===== config.mk =====
export PLATFORM = sky130hd
export DESIGN_NAME = sme_dom_alu_flat
export DESIGN_NICKNAME = d
export VERILOG_FILES = /design/src/rtl/sme_pkg.sv /design/src/rtl/sme_dom_alu_if.sv /design/src/rtl/sme_dom_term_reg.sv /design/src/rtl/sme_dom_alu.sv /design/src/flat_wrapper.sv
export SDC_FILE = /design/constraint.sdc
export NUM_CORES = 1
export LEC_CHECK = 0
export ABC_AREA = 0
export CORE_MARGIN = 2
export CORE_UTILIZATION = 55
export CTS_BUF_LIST = sky130_fd_sc_hd__clkbuf_4 sky130_fd_sc_hd__clkbuf_8 sky130_fd_sc_hd__clkbuf_16
export CTS_CLUSTER_SIZE = 14
export DETAILED_ROUTE_END_ITERATION = 12
export DONT_BUFFER_PORTS = 1
export PLACE_DENSITY = 0.7
export REMOVE_ABC_BUFFERS = 1
export SLEW_MARGIN = 0
export SYNTH_ARGS = -nofsm -noshare
export SYNTH_HDL_FRONTEND = slang
export SYNTH_SLANG_ARGS = --single-unit

===== constraint.sdc =====
create_clock -name g_clk -period 4.38 [get_ports g_clk]
set_clock_uncertainty 0.2 [all_clocks]
set_input_delay 1.095 -clock g_clk [delete_from_list [all_inputs] [get_ports g_clk]]
set_output_delay 1.095 -clock g_clk [all_outputs]
set_load 0.02 [all_outputs]

===== src/rtl/sme_pkg.sv =====
// rtl/sme_pkg.sv - shared SME datapath types and helpers for the DOM masked ALU
package sme_pkg;

    typedef enum logic [2:0] {
        DOM_AND     = 3'd0,
        DOM_ANDN    = 3'd1,
        DOM_OR      = 3'd2,
        DOM_XOR     = 3'd3,
        DOM_REFRESH = 3'd4
    } sme_dom_op_t;

    function automatic int sme_rng_width(input int d, input int n);
        return n * d * (d - 1) / 2;
    endfunction

    // Order-independent: pair (i,j) and (j,i) share one random word.
    function automatic int sme_pair_idx(input int i, input int j);
        int lo;
        int hi;
        lo = (i < j) ? i : j;
        hi = (i < j) ? j : i;
        return lo + hi * (hi - 1) / 2;
    endfunction

    function automatic logic sme_needs_rng(input logic [2:0] op);
        return (op == DOM_AND) || (op == DOM_ANDN) || (op == DOM_OR) || (op == DOM_REFRESH);
    endfunction

endpackage


===== src/rtl/sme_dom_alu_if.sv =====
// rtl/sme_dom_alu_if.sv - operand, randomness and result handshakes of the DOM ALU
interface sme_dom_alu_if #(
    parameter int D = 3,
    parameter int N = 32
);
    import sme_pkg::*;

    localparam int RW = sme_rng_width(D, N);

    logic                  in_valid;
    logic                  in_ready;
    logic [2:0]            in_op;
    logic [D-1:0][N-1:0]   rs1;
    logic [D-1:0][N-1:0]   rs2;
    logic                  rng_valid;
    logic                  rng_ready;
    logic [RW-1:0]         rng;
    logic                  out_valid;
    logic                  out_ready;
    logic [D-1:0][N-1:0]   rd;

    modport master (
        output in_valid, in_op, rs1, rs2, rng_valid, rng, out_ready,
        input  in_ready, rng_ready, out_valid, rd
    );

    modport slave (
        input  in_valid, in_op, rs1, rs2, rng_valid, rng, out_ready,
        output in_ready, rng_ready, out_valid, rd
    );

endinterface


===== src/rtl/sme_dom_term_reg.sv =====
// rtl/sme_dom_term_reg.sv - one domain's D registered DOM terms
module sme_dom_term_reg #(
    parameter int D = 3,
    parameter int N = 32
) (
    input  logic                g_clk,
    input  logic                g_reset,
    input  logic                en,
    input  logic [D-1:0][N-1:0] d_terms,
    output logic [D-1:0][N-1:0] q_terms
);

    always_ff @(posedge g_clk) begin
        if (g_reset) begin
            q_terms <= '0;
        end else if (en) begin
            q_terms <= d_terms;
        end
    end

endmodule


===== src/rtl/sme_dom_alu.sv =====
// rtl/sme_dom_alu.sv - two-stage DOM masked AND/ANDN/OR/XOR/REFRESH unit
module sme_dom_alu
    import sme_pkg::*;
#(
    parameter int D = 3,
    parameter int N = 32
) (
    input  logic         g_clk,
    input  logic         g_reset,
    sme_dom_alu_if.slave bus
);

    logic                          needs_rng;
    logic                          fire;
    logic                          s1_valid;
    logic                          s1_inv;
    logic                          s1_advance;
    logic                          s2_valid;
    logic [D-1:0][N-1:0]           x;
    logic [D-1:0][N-1:0]           y;
    logic [D-1:0][D-1:0][N-1:0]    t_d;
    logic [D-1:0][D-1:0][N-1:0]    t_q;
    logic [D-1:0][N-1:0]           rd_d;
    logic [D-1:0][N-1:0]           rd_q;

    assign needs_rng     = sme_needs_rng(bus.in_op);
    assign s1_advance    = ~s2_valid | (s2_valid & bus.out_ready);
    assign bus.in_ready  = ~g_reset & (~s1_valid | s1_advance);
    assign fire          = bus.in_valid & bus.in_ready & (bus.rng_valid | ~needs_rng);
    assign bus.rng_ready = fire & needs_rng;

    // Every op is expressed as a D x D term matrix so stage 2 is a uniform
    // per-domain XOR; XOR and REFRESH simply park their values in the slots.
    always_comb begin
        x   = bus.rs1;
        y   = bus.rs2;
        t_d = '0;
        if (bus.in_op == DOM_ANDN) begin
            y[0] = ~bus.rs2[0];
        end else if (bus.in_op == DOM_OR) begin
            x[0] = ~bus.rs1[0];
            y[0] = ~bus.rs2[0];
        end
        for (int i = 0; i < D; i++) begin
            for (int j = 0; j < D; j++) begin
                case (bus.in_op)
                    DOM_AND, DOM_ANDN, DOM_OR: begin
                        t_d[i][j] = x[i] & y[j];
                        if (i != j) begin
                            t_d[i][j] = t_d[i][j] ^ bus.rng[sme_pair_idx(i, j)*N +: N];
                        end
                    end
                    DOM_XOR: begin
                        if (i == j) begin
                            t_d[i][j] = x[i] ^ y[i];
                        end
                    end
                    DOM_REFRESH: begin
                        if (i == j) begin
                            t_d[i][j] = x[i];
                        end else begin
                            t_d[i][j] = bus.rng[sme_pair_idx(i, j)*N +: N];
                        end
                    end
                    default: ;
                endcase
            end
        end
    end

    for (genvar g = 0; g < D; g++) begin : g_dom
        sme_dom_term_reg #(
            .D (D),
            .N (N)
        ) u_term (
            .g_clk   (g_clk),
            .g_reset (g_reset),
            .en      (fire),
            .d_terms (t_d[g]),
            .q_terms (t_q[g])
        );
    end

    always_ff @(posedge g_clk) begin
        if (g_reset) begin
            s1_valid <= 1'b0;
            s1_inv   <= 1'b0;
        end else if (fire) begin
            s1_valid <= 1'b1;
            s1_inv   <= (bus.in_op == DOM_OR);
        end else if (s1_advance) begin
            s1_valid <= 1'b0;
        end
    end

    always_comb begin
        rd_d = '0;
        for (int i = 0; i < D; i++) begin
            for (int j = 0; j < D; j++) begin
                rd_d[i] = rd_d[i] ^ t_q[i][j];
            end
        end
        rd_d[0] = rd_d[0] ^ {N{s1_inv}};
    end

    always_ff @(posedge g_clk) begin
        if (g_reset) begin
            s2_valid <= 1'b0;
            rd_q     <= '0;
        end else if (s1_advance) begin
            s2_valid <= s1_valid;
            if (s1_valid) begin
                rd_q <= rd_d;
            end
        end
    end

    assign bus.out_valid = s2_valid;
    assign bus.rd        = rd_q;

endmodule


===== src/flat_wrapper.sv =====
// flat-port wrapper written by rule: the top's interface ports become plain ports
module sme_dom_alu_flat import sme_pkg::*;
#(
    parameter int D = 3,
    parameter int N = 32
)
  (g_clk, g_reset, bus_in_valid, bus_in_op, bus_rs1, bus_rs2, bus_rng_valid, bus_rng, bus_out_ready, bus_in_ready, bus_rng_ready, bus_out_valid, bus_rd);
  sme_dom_alu_if #(.D(D), .N(N)) bus_i ();
  input  logic g_clk;
  input  logic g_reset;
  input wire logic [$bits(bus_i.in_valid)-1:0] bus_in_valid;
  input wire logic [$bits(bus_i.in_op)-1:0] bus_in_op;
  input wire logic [$bits(bus_i.rs1)-1:0] bus_rs1;
  input wire logic [$bits(bus_i.rs2)-1:0] bus_rs2;
  input wire logic [$bits(bus_i.rng_valid)-1:0] bus_rng_valid;
  input wire logic [$bits(bus_i.rng)-1:0] bus_rng;
  input wire logic [$bits(bus_i.out_ready)-1:0] bus_out_ready;
  output wire logic [$bits(bus_i.in_ready)-1:0] bus_in_ready;
  output wire logic [$bits(bus_i.rng_ready)-1:0] bus_rng_ready;
  output wire logic [$bits(bus_i.out_valid)-1:0] bus_out_valid;
  output wire logic [$bits(bus_i.rd)-1:0] bus_rd;
  assign bus_i.in_valid = bus_in_valid;
  assign bus_i.in_op = bus_in_op;
  assign bus_i.rs1 = bus_rs1;
  assign bus_i.rs2 = bus_rs2;
  assign bus_i.rng_valid = bus_rng_valid;
  assign bus_i.rng = bus_rng;
  assign bus_i.out_ready = bus_out_ready;
  assign bus_in_ready = bus_i.in_ready;
  assign bus_rng_ready = bus_i.rng_ready;
  assign bus_out_valid = bus_i.out_valid;
  assign bus_rd = bus_i.rd;
  sme_dom_alu #(.D(D), .N(N)) u_core (.g_clk(g_clk), .g_reset(g_reset), .bus(bus_i));
endmodule

# [Word-level counts from Yosys, hierarchy flattened]
# Cells that the tools add are included.
[totals] in_bits=296 word_cells=80 output_inout_bits=99 register_bits=387
[op_classes] eq_ne=4 n_reduce_logical=7 bitwise_logic=39 n_mux=15
[op_table] operator="32-bit bitwise XOR" n=16
[op_table] operator="32-bit one-hot mux with 2 select lines" n=6
[op_table] operator="32-bit bitwise AND" n=9
[op_table] operator="32-bit one-hot mux with 3 select lines" n=3
[op_table] operator="32-bit 2-to-1 mux" n=4
[op_table] operator="32-bit NOT" n=2
[op_table] operator="3-bit by 2-bit equality test with 1-bit output, second input constant" n=2
[op_table] operator="1-bit bitwise AND" n=5
[op_table] operator="1-bit NOT" n=4
[op_table] operator="3-bit by 1-bit equality test with 1-bit output, second input constant" n=1
[op_table] operator="3-bit equality test, second input constant" n=1
[op_table] operator="3-bit zero test" n=1
[op_table] operator="1-bit logical OR" n=3
[op_table] operator="1-bit bitwise OR" n=3
[op_table] operator="3-bit OR reduction" n=1
[op_table] operator="1-bit 2-to-1 mux" n=2
[op_table] operator="2-bit AND reduction" n=1
[op_table] operator="2-bit nonzero test" n=1

# [Logic depth before layout (Yosys ltp)]
[logic_depth] ltp_word=8 mapped_depth=12 mapped_depth_nobuf=8

# [Cells and area by module]
# From an unflattened synthesis, not the netlist that was laid out.
[hier_totals] cells_unflattened=3672 hier_area_um2=28810.1
[modules_own_cells] mod="sme_dom_alu" area_per_inst_um2=18521.5 seq_area_each_um2=1981.9 n_inst=1 cells_per_inst=2742
[modules_own_cells] mod="sme_dom_term_reg" area_per_inst_um2=3429.5 seq_area_each_um2=1921.8 n_inst=3 cells_per_inst=310

# [Least setup slack after synthesis]
# OpenSTA, ideal clock, no wires.
[synth_timing] kind="in2out" startpoint="in g_reset" endpoint="out bus_rng_ready" cell_stages=3 path_buffers=2 setup_slack_ps=883 arrival_ps=2202 t_required_ps=3085 path_cell_list="clkbuf_1 clkbuf_1 nor4_1"
[synth_via] elab_chain_len=5
[synth_lines] element="start: declaration" line="flat_wrapper.sv:10" source="input logic g_reset;"
[synth_lines] element="1-bit NOT" line="sme_dom_alu.sv:28" source="assign bus.in_ready = ~g_reset & (~s1_valid | s1_advance);"
[synth_lines] element="1-bit bitwise AND" line="sme_dom_alu.sv:28"
[synth_lines] element="1-bit bitwise AND (2 in a row)" line="sme_dom_alu.sv:29" source="assign fire = bus.in_valid & bus.in_ready & (bus.rng_valid | ~needs_rng);"
[synth_lines] element="1-bit bitwise AND" line="sme_dom_alu.sv:30" source="assign bus.rng_ready = fire & needs_rng;"
[synth_lines] element="end: declaration" line="flat_wrapper.sv:19" source="output wire logic [$bits(bus_i.rng_ready)-1:0] bus_rng_ready;"
# Every way passes these cells.

# [Worst setup path after layout]
[layout_timing] startpoint="in bus_in_op[2]" endpoint="out bus_rng_ready"
[layout_via] elab_chain_len=8 elab_cells_between_ends=11 classes_between="eq/ne: 3; bitwise: 4; reduce/logical: 4"
[layout_lines] element="start: declaration" line="flat_wrapper.sv:12" source="input wire logic [$bits(bus_i.in_op)-1:0] bus_in_op;"
[layout_lines] element="3-bit by 1-bit equality test with 1-bit output or 3-bit zero test (tied branches)" line="sme_pkg.sv:26" source="return (op == DOM_AND) || (op == DOM_ANDN) || (op == DOM_OR) || (op == DOM_REFRESH);"
[layout_lines] element="1-bit logical OR (2 in a row)" line="sme_pkg.sv:26"
[layout_lines] element="1-bit logical OR *" line="sme_pkg.sv:26"
[layout_lines] element="1-bit NOT" line="sme_dom_alu.sv:29"
[layout_lines] element="1-bit bitwise OR" line="sme_dom_alu.sv:29"
[layout_lines] element="1-bit bitwise AND" line="sme_dom_alu.sv:29"
[layout_lines] element="1-bit bitwise AND *" line="sme_dom_alu.sv:30"
# Mark *: on every way between the ends. The rest lies on a longest branch, timed or not.

==> results.txt <==
* Count of inserted antenna diode cells: 0
- Initial antenna violation count: 0
* Number of synthesis warnings: 0
- H-tree depth reported by CTS: 2
* Data arrival time of the worst path: 2.31 ns
* Number of global-route vias before repair: 23415
* Post-synthesis compound-gate area fraction: 27.58%
- The portion of synthesized area spent on multiplexers is 2.001%.
- Summed over all nets, the half-perimeter wirelength after detailed placement is 49610 um.
- Counting both buffers and inverters, the worst setup path holds a total of 1.
- CORE AREA: 48750 um2
* Number of buffers added by the clock tree synthesis step: 46
* Die outline height: 225.6 um
- Fraction of layout cells with a size suffix above 1: 4.152%
- Entering global routing, the biggest net connects 390 pins.
- The first detailed-routing pass took 5 iterations.
- Cell internal pwr: 7.291 mW
* Post-synth EDFFs: 0
* Leading cell type in the layout, fill and taps excluded: sky130_fd_sc_hd__nor2_1
- Number of vias per cell: 6.474
- Relative contribution of the clock network to total power: 40.6%
* Final setup fails: 0
* Post-cts hold buffer count: 0
- Summed over all failing endpoints, the final setup total negative slack is 0 ns.
- Clock transition at path regs: 0.05 ns
- Across all hold checks on the routed design, the worst slack comes to 0.3086 ns.
* CP required: 3.08 ns
- Gate count after technology mapping: 3424
* Flip-flop and latch count after synthesis: 387
- In this run the tightest slew margin relative to its limit is 22.70%.
* Vias after detailed routing: 24723
- For this configuration, the core starts out at a cell density of 55.42%.
- STA classifies the critical path startpoint as a primary input.
* Result of the run: finished, final reports clean
- After synthesis, the largest family of logic cells by area is compound AO/OA/AOI/OAI gates.
- Of all nets on the critical path, the largest fanout is 178.
- Traced cell by cell, the critical path runs through maj3_2 -> o21ai_0 -> nor4_1 -> buf_4.
* Post-Synth Simple-Gate Area: 19.62%
- In the final layout, flip-flops and latches occupy 7751 um2.
- Yosys cell types: 41
* Leakage: 9.625 nW
* Clk sink count: 387
* Post-synthesis share of cell area spent on xor and xnor gates: 11.48%
- For this run, design rule violations remaining after detail routing come to 0.
- The final count of pins violating max slew came to 0.
* Highest cell delay on the worst timing path: 0.50 ns
- Clock latency of the later-clocked register in the worst-skew pair: 0.59 ns
* Pwr per Cell Area: 358.3 nW/um2
* Endpoint kind of the worst setup timing path: output pin
- Number of buffers inserted to repair setup after CTS: 0
- Relative to the synthesized area, the layout overhead comes to 4.719%.
- Row count: 81
- Placer's final routability congestion estimate: 0.8680
- For this run, asynchronously set or reset flops after synthesis account for 0%.
- Number of violations of the max-capacitance limit: 0
- Final clock period utilization by the worst path: 82.23%
- Subtracting the final worst setup slack from the clock period gives 3.602 ns.
* Post-synthesis sequential area ratio: 28.68%
- Overflow after GRT: 0
- The synthesized netlist devotes 4.488% of its cell area to adder and majority cells.
* Post-synthesis instance area: 27020 um2
- Worst Max-Slew Pin Slew: 1.159 ns
- Quantity of gates resized following cts: 0
- Global router's overall resource usage: 30.68%
- Worst VDD drop: 0.4285 mV
- Among all flip-flop cells after synthesis, the most frequent one is sky130_fd_sc_hd__dfxtp_1.
- Number of I/O port buffers: 0
- The setup path with the least slack is of type in2out.
- Clock Root Buffer: sky130_fd_sc_hd__clkbuf_16
- After detailed routing, the average wire length per cell comes to 21.23 um.
- Number of nets with antenna violations after detailed routing: 0
- After detailed routing, the total wire length is 81070 um.
- Sequential power share: 40.3%
* Setup repair after global routing missed its margin: false
- In this run the deepest clock path goes through 3 buffers.
* Path category of the worst min-delay check: reg2reg
* Global-route wire length before repair: 125800 um
- At the end of the flow, the number of nets in the layout was 3515.
- Number of filler cells placed in the layout: 4415
- Broken down by cell family, the worst path's largest delay share belongs to adder cells.
- Each instance of the synthesized netlist takes up on average 7.890 um2.
- After the first detailed-routing iteration, the DRC count stood at 1781.
* Switching Fraction: 28.08%
- In the layout the commonest cells are sky130_fd_sc_hd__nor2_1 (387), sky130_fd_sc_hd__dfxtp_1 (386), sky130_fd_sc_hd__nand2_1 (352).
- The analysis attributes to net switching a power of 2.847 mW.
* Power share of the combinational group: 19.1%
- In the final layout, the multi-input gates occupy 17660 um2.
* TritonCTS clock tree: yes
- In this run the count of I/O pins placed on the die edge is 395.
- On the critical path, the stage with the largest delay is an instance of sky130_fd_sc_hd__maj3_2.
- The die covers 50910 um2.
- Chip Width: 225.6 um
* Fmax: 277.7 MHz
- Hold Fails Final Rpt: 0
## tightest hold or removal path: cells and delay by family, from the launching register on
kind             cells  cell delay, ns
AO/OA/AOI/OAI        1            0.05
flip-flops           1            0.32
AND/OR/NAND/NOR      1            0.10
## final timing paths
kind / startpoint / end / slack, ns / cells after the start
worst min register to register: u_core.g_dom[1].u_term.q_terms[87] / u_core.g_dom[1].u_term.q_terms[87] / 0.31 / 2
worst min-delay path: u_core.g_dom[1].u_term.q_terms[87] / u_core.g_dom[1].u_term.q_terms[87] / 0.31 / 2
worst max-delay path: bus_in_op[2] / bus_rng_ready / 0.78 / 4
worst max register to register: u_core.bus.out_valid / u_core.g_dom[0].u_term.q_terms[21] / 2.09 / 5
## cell families (layout without fill, tap and decap cells)
logic type,Yosys count,count (layout)
adders and majority gates,97,97
buffers and inverters,388,119
DFF,387,387
AOI/OAI and AO/OA,1022,1022
and+or+nand+nor,1122,1122
muxes,54,54
xor gates and xnor gates,354,354
## Yosys cell counts, drive strengths merged (2+ instances only)
master,number,area [um2]
buf,245,1126
a2bb2oi,53,464.2
nand4b,94,823.3
and2,2,12.51
nand2,354,1329
o21a,97,728.2
a311oi,192,1682
a21o,97,728.2
a21oi,183,915.9
o22a,43,376.6
inv,2,7.510
nand4,31,193.9
mux2i,54,540.5
xnor2,289,2531
o2111ai,32,280.3
or3,62,387.9
nor2b,88,550.5
clkbuf,141,529.3
a211oi,192,1441
dfxtp,387,7747
nand3,96,480.5
o21ai,66,330.3
nor2,390,1488
xor2,65,569.3
ha,96,1201
a22oi,64,480.5
## per-stage QoR
step | cell area, um2 | power [mW] | std cells | utilization (%) | worst slack, ns
final | 28290 | 10.14 | 3819 | 58.04 | 0.7783
after global routing | 28290 | 10.58 | 3819 | 58.04 | 1.024
after CTS | 28290 | 10.19 | 3819 | 58.04 | 1.089
after detailed placement | 26690 | 6.077 | 3739 | 54.74 | 1.088
after global placement | 26690 | 5.994 | 3739 | 54.74 | 1.043
after floorplan | 25360 | 5.811 | 3038 | - | -6.307
## power by group through the flow
stage | Clock, mW | Combinational (mW) | Sequential, mW
detailed placement | 0 | 1.92 | 4.16
CTS | 4.17 | 1.94 | 4.08
global route | 4.31 | 2.16 | 4.11
global placement | 0 | 1.85 | 4.14
finish | 4.12 | 1.94 | 4.08
floorplan | 0 | 1.70 | 4.11
## layout make-up
| class | count | area share, % |
|---|---|---|
| multi-input combinational | 2649 | 62.41 |
| sequential | 387 | 27.40 |
| clock buffer | 65 | 4.931 |
| tap | 664 | 2.937 |
| timing repair buffer | 37 | 1.557 |
| clock inverter | 15 | 0.7430 |
| inverter | 2 | 0.02654 |
## registers in the layout (all words and copies together) (netlist names)
name and count:
u_core.bus.rd 96, u_core.s1_inv 1, u_core.s1_valid 1, u_core.g_dom.u_term.q_terms 288, u_core.bus.out_valid 1
## layer usage
| metal | wire length, um | global-route usage (%) |
|---|---|---|
| met3 | 7293 | 8.964 |
| met4 | 2910 | 11.86 |
| met2 | 37420 | 51.33 |
| met5 | 0 | 0 |
| met1 | 33450 | 37.09 |
(Power assumes the default switching activity.)
